--- src/rtl/veggie_pkg.sv ---
// Shared definitions for the veggie slicing blocks.
// Holds screen/coordinate sizes, the tracker state encoding and small
// absolute-value helpers used by the cut-vector datapath.
package veggie_pkg;

    localparam int SCREEN_W = 1024;
    localparam int SCREEN_H = 768;
    localparam int X_W      = 11;   // blade / veggie x coordinate width
    localparam int Y_W      = 10;   // blade / veggie y coordinate width
    localparam int BOUND_W  = 12;   // signed width of the box bound arithmetic

    typedef enum logic [1:0] {
        IDLE   = 2'd0,
        INSIDE = 2'd1,
        SPLIT  = 2'd2,
        GONE   = 2'd3
    } tracker_state_t;

    // Magnitude of a signed x difference; the result always fits X_W bits
    // because both operands are unsigned X_W-bit coordinates.
    function automatic logic [X_W-1:0] abs_x(input logic signed [X_W:0] d);
        logic signed [X_W:0] m;
        m = d[X_W] ? -d : d;
        return m[X_W-1:0];
    endfunction

    // Magnitude of a signed y difference.
    function automatic logic [Y_W-1:0] abs_y(input logic signed [Y_W:0] d);
        logic signed [Y_W:0] m;
        m = d[Y_W] ? -d : d;
        return m[Y_W-1:0];
    endfunction

endpackage

--- src/rtl/box_hit.sv ---
// Registered point-in-box test with one cycle of latency.
// The box is centred on (cx_in, cy_in) and spans cx-WIDTH/2 .. cx+WIDTH/2-1
// horizontally (same for y with HEIGHT). Bounds are signed so a box hanging
// off the left/top screen edge does not wrap around.
// Ports:
//   clk_in      clock
//   rst_in      synchronous reset, active-high
//   valid_in    sample strobe
//   px_in/py_in point under test
//   cx_in/cy_in box centre
//   valid_out   registered strobe
//   inside_out  registered hit result (0 when valid_out is 0)
//   px_out/py_out registered copy of the point
module box_hit
    import veggie_pkg::*;
#(
    parameter int WIDTH  = 256,
    parameter int HEIGHT = 256
) (
    input  logic           clk_in,
    input  logic           rst_in,
    input  logic           valid_in,
    input  logic [X_W-1:0] px_in,
    input  logic [Y_W-1:0] py_in,
    input  logic [X_W-1:0] cx_in,
    input  logic [Y_W-1:0] cy_in,
    output logic           valid_out,
    output logic           inside_out,
    output logic [X_W-1:0] px_out,
    output logic [Y_W-1:0] py_out
);

    localparam logic signed [BOUND_W-1:0] HALF_W = BOUND_W'(WIDTH / 2);
    localparam logic signed [BOUND_W-1:0] HALF_H = BOUND_W'(HEIGHT / 2);

    logic signed [BOUND_W-1:0] w_px;
    logic signed [BOUND_W-1:0] w_py;
    logic signed [BOUND_W-1:0] w_cx;
    logic signed [BOUND_W-1:0] w_cy;
    logic signed [BOUND_W-1:0] w_x_lo;
    logic signed [BOUND_W-1:0] w_x_hi;
    logic signed [BOUND_W-1:0] w_y_lo;
    logic signed [BOUND_W-1:0] w_y_hi;
    logic                      w_inside;

    logic           r_valid;
    logic           r_inside;
    logic [X_W-1:0] r_px;
    logic [Y_W-1:0] r_py;

    // Zero-extend coordinates into the signed bound domain.
    assign w_px = $signed({1'b0, px_in});
    assign w_py = $signed({2'b00, py_in});
    assign w_cx = $signed({1'b0, cx_in});
    assign w_cy = $signed({2'b00, cy_in});

    assign w_x_lo = w_cx - HALF_W;
    assign w_x_hi = w_cx + HALF_W;
    assign w_y_lo = w_cy - HALF_H;
    assign w_y_hi = w_cy + HALF_H;

    // Upper bounds are exclusive so the box is exactly WIDTH x HEIGHT pixels.
    assign w_inside = (w_px >= w_x_lo) && (w_px < w_x_hi) &&
                      (w_py >= w_y_lo) && (w_py < w_y_hi);

    // Stage register for the sample and its hit result.
    always_ff @(posedge clk_in) begin
        if (rst_in) begin
            r_valid  <= 1'b0;
            r_inside <= 1'b0;
            r_px     <= '0;
            r_py     <= '0;
        end else begin
            r_valid  <= valid_in;
            r_inside <= valid_in & w_inside;
            r_px     <= px_in;
            r_py     <= py_in;
        end
    end

    assign valid_out  = r_valid;
    assign inside_out = r_inside;
    assign px_out     = r_px;
    assign py_out     = r_py;

endmodule

--- src/rtl/slice_tracker.sv ---
// Converts per-frame blade samples into slice parameters for the split-sprite
// renderer. A swipe that enters the veggie box and later leaves it latches the
// cut vector (run/rise), drops intact_out and, GONE_FRAMES valid samples
// later, raises veggie_gone_out. Fixed 2-cycle latency from sample to outputs.
// Ports:
//   pixel_clk_in     clock
//   rst_in           synchronous reset, active-high
//   blade_x_in/y_in  blade position, qualified by blade_valid_in
//   x_in/y_in        veggie centre
//   new_veggie_in    re-arm pulse; wins over a simultaneous sample
//   intact_out       1 = whole sprite
//   run_out/rise_out cut vector magnitude, rise_neg_out = exit above entry
//   split_valid_out  one-cycle pulse on an accepted cut
//   veggie_gone_out  level, set GONE_FRAMES samples after the split
module slice_tracker
    import veggie_pkg::*;
#(
    parameter int WIDTH       = 256,
    parameter int HEIGHT      = 256,
    parameter int MIN_RUN     = 16,
    parameter int MAX_CUT     = 30,
    parameter int GONE_FRAMES = 60
) (
    input  logic           pixel_clk_in,
    input  logic           rst_in,
    input  logic [X_W-1:0] blade_x_in,
    input  logic [Y_W-1:0] blade_y_in,
    input  logic           blade_valid_in,
    input  logic [X_W-1:0] x_in,
    input  logic [Y_W-1:0] y_in,
    input  logic           new_veggie_in,
    output logic           intact_out,
    output logic [X_W-1:0] run_out,
    output logic [Y_W-1:0] rise_out,
    output logic           rise_neg_out,
    output logic           split_valid_out,
    output logic           veggie_gone_out
);

    localparam int CNT_W = $clog2(MAX_CUT + 1);
    localparam int FRM_W = $clog2(GONE_FRAMES + 1);

    // Stage 1 results
    logic           w_sample_valid;
    logic           w_s1_valid;
    logic           w_s1_inside;
    logic [X_W-1:0] w_s1_x;
    logic [Y_W-1:0] w_s1_y;

    // Cut-vector datapath
    logic signed [X_W:0] w_dx;
    logic signed [Y_W:0] w_dy;
    logic [X_W-1:0]      w_adx;
    logic [Y_W-1:0]      w_ady;
    logic                w_too_short;
    logic [CNT_W-1:0]    w_cnt_inc;
    logic [FRM_W-1:0]    w_frm_inc;

    // State
    tracker_state_t   r_state;
    logic             r_prev_out;
    logic [X_W-1:0]   r_entry_x;
    logic [Y_W-1:0]   r_entry_y;
    logic [CNT_W-1:0] r_cnt;
    logic [FRM_W-1:0] r_frames;
    logic [X_W-1:0]   r_run;
    logic [Y_W-1:0]   r_rise;
    logic             r_rise_neg;
    logic             r_split_valid;
    logic             r_intact;
    logic             r_gone;

    // Next-state values
    tracker_state_t   w_state_nxt;
    logic             w_prev_out_nxt;
    logic [X_W-1:0]   w_entry_x_nxt;
    logic [Y_W-1:0]   w_entry_y_nxt;
    logic [CNT_W-1:0] w_cnt_nxt;
    logic [FRM_W-1:0] w_frames_nxt;
    logic [X_W-1:0]   w_run_nxt;
    logic [Y_W-1:0]   w_rise_nxt;
    logic             w_rise_neg_nxt;
    logic             w_split_valid_nxt;
    logic             w_intact_nxt;
    logic             w_gone_nxt;

    // A sample coinciding with new_veggie_in is dropped before stage 1.
    assign w_sample_valid = blade_valid_in & ~new_veggie_in;

    box_hit #(
        .WIDTH  (WIDTH),
        .HEIGHT (HEIGHT)
    ) u_box_hit (
        .clk_in     (pixel_clk_in),
        .rst_in     (rst_in),
        .valid_in   (w_sample_valid),
        .px_in      (blade_x_in),
        .py_in      (blade_y_in),
        .cx_in      (x_in),
        .cy_in      (y_in),
        .valid_out  (w_s1_valid),
        .inside_out (w_s1_inside),
        .px_out     (w_s1_x),
        .py_out     (w_s1_y)
    );

    assign w_dx        = $signed({1'b0, w_s1_x}) - $signed({1'b0, r_entry_x});
    assign w_dy        = $signed({1'b0, w_s1_y}) - $signed({1'b0, r_entry_y});
    assign w_adx       = abs_x(w_dx);
    assign w_ady       = abs_y(w_dy);
    assign w_too_short = (w_adx < X_W'(MIN_RUN)) && (w_ady < Y_W'(MIN_RUN));
    assign w_cnt_inc   = r_cnt + CNT_W'(1);
    assign w_frm_inc   = r_frames + FRM_W'(1);

    // State and datapath registers.
    always_ff @(posedge pixel_clk_in) begin
        if (rst_in) begin
            r_state       <= IDLE;
            r_prev_out    <= 1'b0;
            r_entry_x     <= '0;
            r_entry_y     <= '0;
            r_cnt         <= '0;
            r_frames      <= '0;
            r_run         <= X_W'(1);
            r_rise        <= '0;
            r_rise_neg    <= 1'b0;
            r_split_valid <= 1'b0;
            r_intact      <= 1'b1;
            r_gone        <= 1'b0;
        end else begin
            r_state       <= w_state_nxt;
            r_prev_out    <= w_prev_out_nxt;
            r_entry_x     <= w_entry_x_nxt;
            r_entry_y     <= w_entry_y_nxt;
            r_cnt         <= w_cnt_nxt;
            r_frames      <= w_frames_nxt;
            r_run         <= w_run_nxt;
            r_rise        <= w_rise_nxt;
            r_rise_neg    <= w_rise_neg_nxt;
            r_split_valid <= w_split_valid_nxt;
            r_intact      <= w_intact_nxt;
            r_gone        <= w_gone_nxt;
        end
    end

    // Next-state logic: new_veggie_in first, then the stage-1 sample.
    always_comb begin
        w_state_nxt       = r_state;
        w_prev_out_nxt    = r_prev_out;
        w_entry_x_nxt     = r_entry_x;
        w_entry_y_nxt     = r_entry_y;
        w_cnt_nxt         = r_cnt;
        w_frames_nxt      = r_frames;
        w_run_nxt         = r_run;
        w_rise_nxt        = r_rise;
        w_rise_neg_nxt    = r_rise_neg;
        w_split_valid_nxt = 1'b0;
        w_intact_nxt      = r_intact;
        w_gone_nxt        = r_gone;

        if (new_veggie_in) begin
            // Cut vector is kept; it is only looked at while intact_out=0.
            w_state_nxt    = IDLE;
            w_prev_out_nxt = 1'b0;
            w_cnt_nxt      = '0;
            w_frames_nxt   = '0;
            w_intact_nxt   = 1'b1;
            w_gone_nxt     = 1'b0;
        end else if (w_s1_valid) begin
            case (r_state)
                IDLE: begin
                    // Arming needs an outside sample followed by an inside one.
                    if (w_s1_inside && r_prev_out) begin
                        w_state_nxt   = INSIDE;
                        w_entry_x_nxt = w_s1_x;
                        w_entry_y_nxt = w_s1_y;
                        w_cnt_nxt     = '0;
                    end else begin
                        w_prev_out_nxt = ~w_s1_inside;
                    end
                end
                INSIDE: begin
                    if (w_s1_inside) begin
                        // Dwelling too long aborts; prev_out=0 forces a fresh exit.
                        if (w_cnt_inc >= CNT_W'(MAX_CUT)) begin
                            w_state_nxt    = IDLE;
                            w_prev_out_nxt = 1'b0;
                            w_cnt_nxt      = '0;
                        end else begin
                            w_cnt_nxt = w_cnt_inc;
                        end
                    end else if (w_too_short) begin
                        // A poke in and out counts as an outside sample for re-arming.
                        w_state_nxt    = IDLE;
                        w_prev_out_nxt = 1'b1;
                    end else begin
                        w_state_nxt       = SPLIT;
                        w_run_nxt         = (w_adx == '0) ? X_W'(1) : w_adx;
                        w_rise_nxt        = w_ady;
                        w_rise_neg_nxt    = w_dy[Y_W];
                        w_split_valid_nxt = 1'b1;
                        w_intact_nxt      = 1'b0;
                        w_frames_nxt      = '0;
                    end
                end
                SPLIT: begin
                    if (w_frm_inc == FRM_W'(GONE_FRAMES)) begin
                        w_state_nxt  = GONE;
                        w_gone_nxt   = 1'b1;
                        w_frames_nxt = w_frm_inc;
                    end else begin
                        w_frames_nxt = w_frm_inc;
                    end
                end
                GONE: begin
                    w_state_nxt = GONE;
                end
                default: begin
                    w_state_nxt    = IDLE;
                    w_prev_out_nxt = 1'b0;
                end
            endcase
        end else begin
            w_state_nxt = r_state;
        end
    end

    // Outputs come straight from registers.
    always_comb begin
        intact_out      = r_intact;
        run_out         = r_run;
        rise_out        = r_rise;
        rise_neg_out    = r_rise_neg;
        split_valid_out = r_split_valid;
        veggie_gone_out = r_gone;
    end

endmodule
--- config.mk ---
export PLATFORM = sky130hd
export DESIGN_NAME = slice_tracker
export DESIGN_NICKNAME = d
export VERILOG_FILES = /design/src/rtl/veggie_pkg.sv /design/src/rtl/box_hit.sv /design/src/rtl/slice_tracker.sv
export SDC_FILE = /design/constraint.sdc
export NUM_CORES = 1
export LEC_CHECK = 0
export CORE_MARGIN = 2
export CORE_UTILIZATION = 30
export CTS_CLUSTER_SIZE = 30
export DETAILED_ROUTE_END_ITERATION = 16
export GPL_TIMING_DRIVEN = 1
export SETUP_SLACK_MARGIN = 0.02
export SYNTH_ARGS = -nofsm -noshare
export SYNTH_HDL_FRONTEND = slang
export SYNTH_SLANG_ARGS = --single-unit
--- constraint.sdc ---
create_clock -name pixel_clk_in -period 5.05 [get_ports pixel_clk_in]
set_input_delay 0.505 -clock pixel_clk_in [delete_from_list [all_inputs] [get_ports pixel_clk_in]]
set_output_delay 0.505 -clock pixel_clk_in [all_outputs]
set_load 0.03 [all_outputs]
== Word level (Yosys, flattened, before mapping) ==
Index checks and enable logic that the tools add are counted.
Word-level totals
  flip-flop bits (word level): 83
  bits of input ports: 46
  output and inout bits: 25
Cells by class
  equality and inequality tests: 12
  order comparisons: 7
  reduce and logical (&&, ||, !) cells: 19
  add/subtract/negate cells: 10
  mux-type cells: 22
  bitwise operators: 7
Operators with widths (number)
  11-bit two-way mux: 2
  4-bit AND reduction: 5
  5-bit two-way mux: 3
  11-bit by 8-bit adder with 12-bit output, second input constant: 1
  11-bit by 12-bit >= comparator with 1-bit output: 1
  12-bit >= comparator: 1
  11-bit by 12-bit < comparator with 1-bit output: 1
  12-bit < comparator: 1
  6-bit two-way mux: 2
  6-bit one-hot mux with 2 select lines: 1
  11-bit by 11-bit subtractor with 12-bit output: 1
  11-bit by 8-bit subtractor with 12-bit output, second input constant: 1
  10-bit by 8-bit adder with 11-bit output, second input constant: 1
  11-bit zero test: 1
  11-bit by 5-bit < comparator with 1-bit output, second input constant: 1
  11-bit negation: 1
  10-bit by 10-bit subtractor with 11-bit output: 1
  10-bit by 8-bit subtractor with 11-bit output, second input constant: 1
  10-bit by 5-bit < comparator with 1-bit output, second input constant: 1
  10-bit two-way mux: 1
  2-bit two-way mux: 5
  2-bit != test, second input constant: 5
  10-bit negation: 1
  5-bit one-hot mux with 2 select lines: 1
  other kinds (21): 37

== Depth between registers and ports, before layout ==
  depth after elaboration: 8
  depth in mapped cells: 16
  mapped depth without buffers: 14

== Hierarchy ==
From an unflattened synthesis, not the netlist that was laid out.
Second synthesis, totals
  cell total of the unflattened synthesis: 714
  area, all modules: 5793.1 um^2
By module, submodules not included
  slice_tracker: instances 1, area each 4359.2 um^2, cells an instance 558
  box_hit: instances 1, area each 1433.9 um^2, cells an instance 156

== Worst setup path after synthesis ==
No wires, ideal clock.
  path type: register to register
  from: reg u_box_hit.r_px[0], in the netlist u_box_hit.px_out[0]
  to: reg r_rise_neg, in the netlist rise_neg_out
  arrival time: 3.614 ns
  required time: 4.927 ns
  slack: 1.313 ns
  stages on the path, launching flop included: 16
  library setup time: 0.123 ns
  path through: dfxtp_1 inv_1 ha_1 inv_1 fa_1 a21o_1 and4_1 or3_4 a2111oi_4 nand4b_1 a211o_1 a211o_1 o41a_1 buf_6 nand3_4 mux2_1
Between the ends
  longest elaborated chain between the ends: 7
Ends and longest elaborated chain
  start, declared: RTL line box_hit.sv:48  | logic [X_W-1:0] r_px;
  start signal, assigned: RTL line box_hit.sv:76  | r_px <= px_in;
  11-bit by 11-bit subtractor with 12-bit output *: RTL line slice_tracker.sv:107  | assign w_dx = $signed({1'b0, w_s1_x}) - $signed({1'b0, r_entry_x});
  11-bit negation: RTL line veggie_pkg.sv:23  | m = d[X_W] ? -d : d;
  11-bit two-way mux *: RTL line veggie_pkg.sv:23
  11-bit by 5-bit < comparator with 1-bit output *: RTL line slice_tracker.sv:111  | assign w_too_short = (w_adx < X_W'(MIN_RUN)) && (w_ady < Y_W'(MIN_RUN));
  1-bit logical AND *: RTL line slice_tracker.sv:111
  1-bit NOT (no line) *
  5-bit AND reduction (no line) *
  end signal, assigned: RTL line slice_tracker.sv:139  | r_rise_neg <= w_rise_neg_nxt;
  end, declared: RTL line slice_tracker.sv:68  | logic r_rise_neg;
Mark *: on every way between the ends. The rest lies on a longest branch, timed or not.
A chain may end at the register's enable or synchronous reset.

== Worst setup path in the final report ==
Ends and elaborated chain as after synthesis.

==> results.yml <==
place:
  pre_cts_ws_ns: 0.805
  portBuffers: 70
  gp_congestion: 0.846
  place_area_um2: 6560
  dpl.cell_count: 966
  dp_hpwl_mm: 9.82
clocking:
  clock-root-buffer: "clkbuf_16"
  clockBufferDepth: 2
  post_cts_resize_count: 0
  cts_tree: "done"
  ctsHoldBuffers: 0
  cts_setup_buffers: 0
  clkTransAtPathRegs_ns: 0.06
  clock_sinks: 83
  numCtsBuffers: 9
  clk_latency_ns: 0.34
  htree_levels: 3
timing:
  hold_violations: 0
  drv_slew: 0
  clock.fmax_ghz: 0.233
  rsz0062_at_grt: "false"
  fin_tns_setup_ns: 0
  finalClockSkew_ns: 0.00503
  fin_crit_sh_pct: 84.9
  timing.final.crit_period_ns: 4.29
  whs_ns: 0.452
  worstMarginPinSlew_ns: 1.16
  setup_viol: 0
  max_slew_margin_pct: 22.7
  setup_ws_ns: 0.764
finish:
  fin_area_um2: 6840
  final_cells: 981
  final_nets: 847
  area_growth_pct: 21.2
  diodes: 0
  drive_gt1_share_pct: 6.69
floorplanning:
  ios: 71
  fp.dieArea_um2: 19900
  row_count: 50
  core_um2: 18600
  fp.dieH_um: 141
  die_x_um: 141
  start_util_pct: 30.4
route:
  routed_wl_mm: 13.0
  route.detailed.drc: 0
  antenna_left: 0
  vias: 4851
  via_per_inst: 4.94
  drt_iter0_drc: 304
  drtPass1Iterations: 4
  avgRoutedWirePerCell_um: 13.2
synth:
  ys_seq_area_share_pct: 29.4
  async_reset_ff_share_pct: 0
  synth_flop_cell: "dfxtp_1"
  syn_inst: 681
  synth_cell_types: 67
  syn_area_um2: 5650
  post_synth.cell_area_avg_um2: 8.29
  synth_warnings: 0
  ys_ff_latch: 83
  syn_nets: 785
  synth-edff-count: 0
worst_setup_path:
  critPathKind: "register to register"
  arrival_ns: 4.51
  crit_required_ns: 5.28
  r2r_start: "u_box_hit.px_out[0]$_SDFF_PP0_"
  timing.critical_path.from: "u_box_hit.px_out[0]$_SDFF_PP0_"
  cp-start-kind: "register"
  end_kind: "register"
  crit_fanout: 19
power_and_ir_drop:
  clkPwrFrac_pct: 38.1
  p_seq_share_pct: 39.9
  switchingPower_uw: 477
  powerDensity_nw_per_um2: 246
  combPwrFrac_pct: 22.0
  internal_power_uw: 1200
  leakage_uw: 0.00257
  p_sw_share_pct: 28.4
  ir_drop_mv: 0.119
flow_run:
  maxCapViolCount: 0
hold_path:
  hold_path_class: "register to register"
  holdCritStartpoint: "r_entry_y[8]$_SDFFE_PP0P_"
global_route:
  overflow: 0
  antenna_found_initial: 0
  grt_usage_pct: 13.3
  grt_pass1_vias: 4312
  grt_pass1_wl_mm: 21.6
  grt_max_degree: 68
status:
  status: "completed"
through the flow:
step	total power, uW	util, %
finish	1680	36.8
global route	1770	36.8
CTS	1700	36.8
detailed placement	1060	35.3
global placement	1050	35.3
floorplan	944	-
cells in the final DEF, fill, tap and decap left out, types with 3 or more instances in the layout:
cell             count
a211o_1              4
a211oi_1             3
a21o_1              10
a21oi_1             55
a311oi_2            14
a31oi_1             21
and2_1               5
and3_1               4
buf_4                5
clkbuf_16            9
clkdlybuf4s50_1     69
dfxtp_1             83
ha_1                56
inv_1               53
mux2i_1              7
nand2_1             74
nand2b_1            10
nand3_1             14
nand4_1              8
nor2_1              46
nor2b_1             32
nor3_1              19
nor4_1               3
o211a_1              4
o211ai_1             3
o21a_1              14
o21ai_0             19
o31a_1               3
o31ai_1              6
or3_1                6
or4_1                3
xnor2_1             19
xor2_1              16
final timing paths:
kind	end	slack, ns	depth (start not counted)
setup / recovery	rise_neg_out$_SDFFE_PP0P_	0.76	14
hold / removal	r_entry_y[8]$_SDFFE_PP0P_	0.45	2
setup reg to reg	rise_neg_out$_SDFFE_PP0P_	0.76	14
hold reg to reg	r_entry_y[8]$_SDFFE_PP0P_	0.45	2
sequential cells by signal, summed over array words and instances, names as in the netlist:
name                  flops
u_box_hit.valid_out       1
run_out                  11
veggie_gone_out           1
intact_out                1
u_box_hit.inside_out      1
r_entry_y                10
r_frames                  6
rise_neg_out              1
r_prev_out                1
u_box_hit.py_out         10
u_box_hit.px_out         11
r_state                   2
split_valid_out           1
r_cnt                     5
r_entry_x                11
rise_out                 10
power by group through the flow:
| stage | combinational, uW | clock [uW] | sequential [uW] |
|---|---|---|---|
| CTS | 372 | 661 | 671 |
| detailed placement | 370 | 0 | 685 |
| global placement | 367 | 0 | 685 |
| finish | 370 | 641 | 671 |
| global route | 415 | 684 | 671 |
| floorplan | 261 | 0 | 683 |
critical path, stage by stage (launching register included):
cell,delay (ns)
dfxtp_1,0.31
inv_1,0.06
ha_1,0.15
inv_1,0.05
fa_1,0.41
a21o_1,0.19
and4_1,0.19
or3_4,0.40
a2111oi_4,0.33
nand4b_1,0.16
a211o_1,0.28
a211o_1,0.31
o41a_1,0.73
nand3_4,0.28
mux2_1,0.33
cells in the mapped netlist, types with 16 or more instances:
library cell  instances  share of area [%]
dfxtp_1              83                 29
nand2_1              74                4.9
ha_1                 56                 12
a21oi_1              55                4.9
inv_1                53                3.5
nor2_1               46                3.1
nor2b_1              32                3.5
a31oi_1              21                2.3
clkbuf_1             19                1.3
nor3_1               19                1.7
o21ai_0              19                1.7
xnor2_1              19                2.9
xor2_1               16                2.5
per-layer routing:
| metal | vias up | wire length, um | global-route usage, % |
|---|---|---|---|
| li1 | 2548 | - | - |
| met1 | 2213 | 6940 | 19.4 |
| met2 | 82 | 5520 | 19.7 |
| met3 | 8 | 383 | 3.19 |
| met4 | 0 | 114 | 3.47 |
| met5 | - | 0 | 0 |
logic make-up after synthesis:
group / Yosys count / synth area share [%]
compound gates: 177 / 23.2
xor+xnor: 35 / 5.43
fa+ha+maj: 58 / 13.1
buf+inv: 78 / 5.72
flops: 83 / 29.4
mux: 9 / 1.64
simple gates: 241 / 21.4
final cells by class:
| type | count | area [um^2] |
|---|---|---|
| inverter | 54 | 203 |
| clock inverter | 5 | 55.1 |
| tap | 234 | 293 |
| clock buffer | 10 | 229 |
| fill | 1905 | 11700 |
| multi-input combinational | 520 | 3670 |
| sequential | 83 | 1660 |
| timing repair buffer | 75 | 733 |
(Power assumes the default switching activity.)
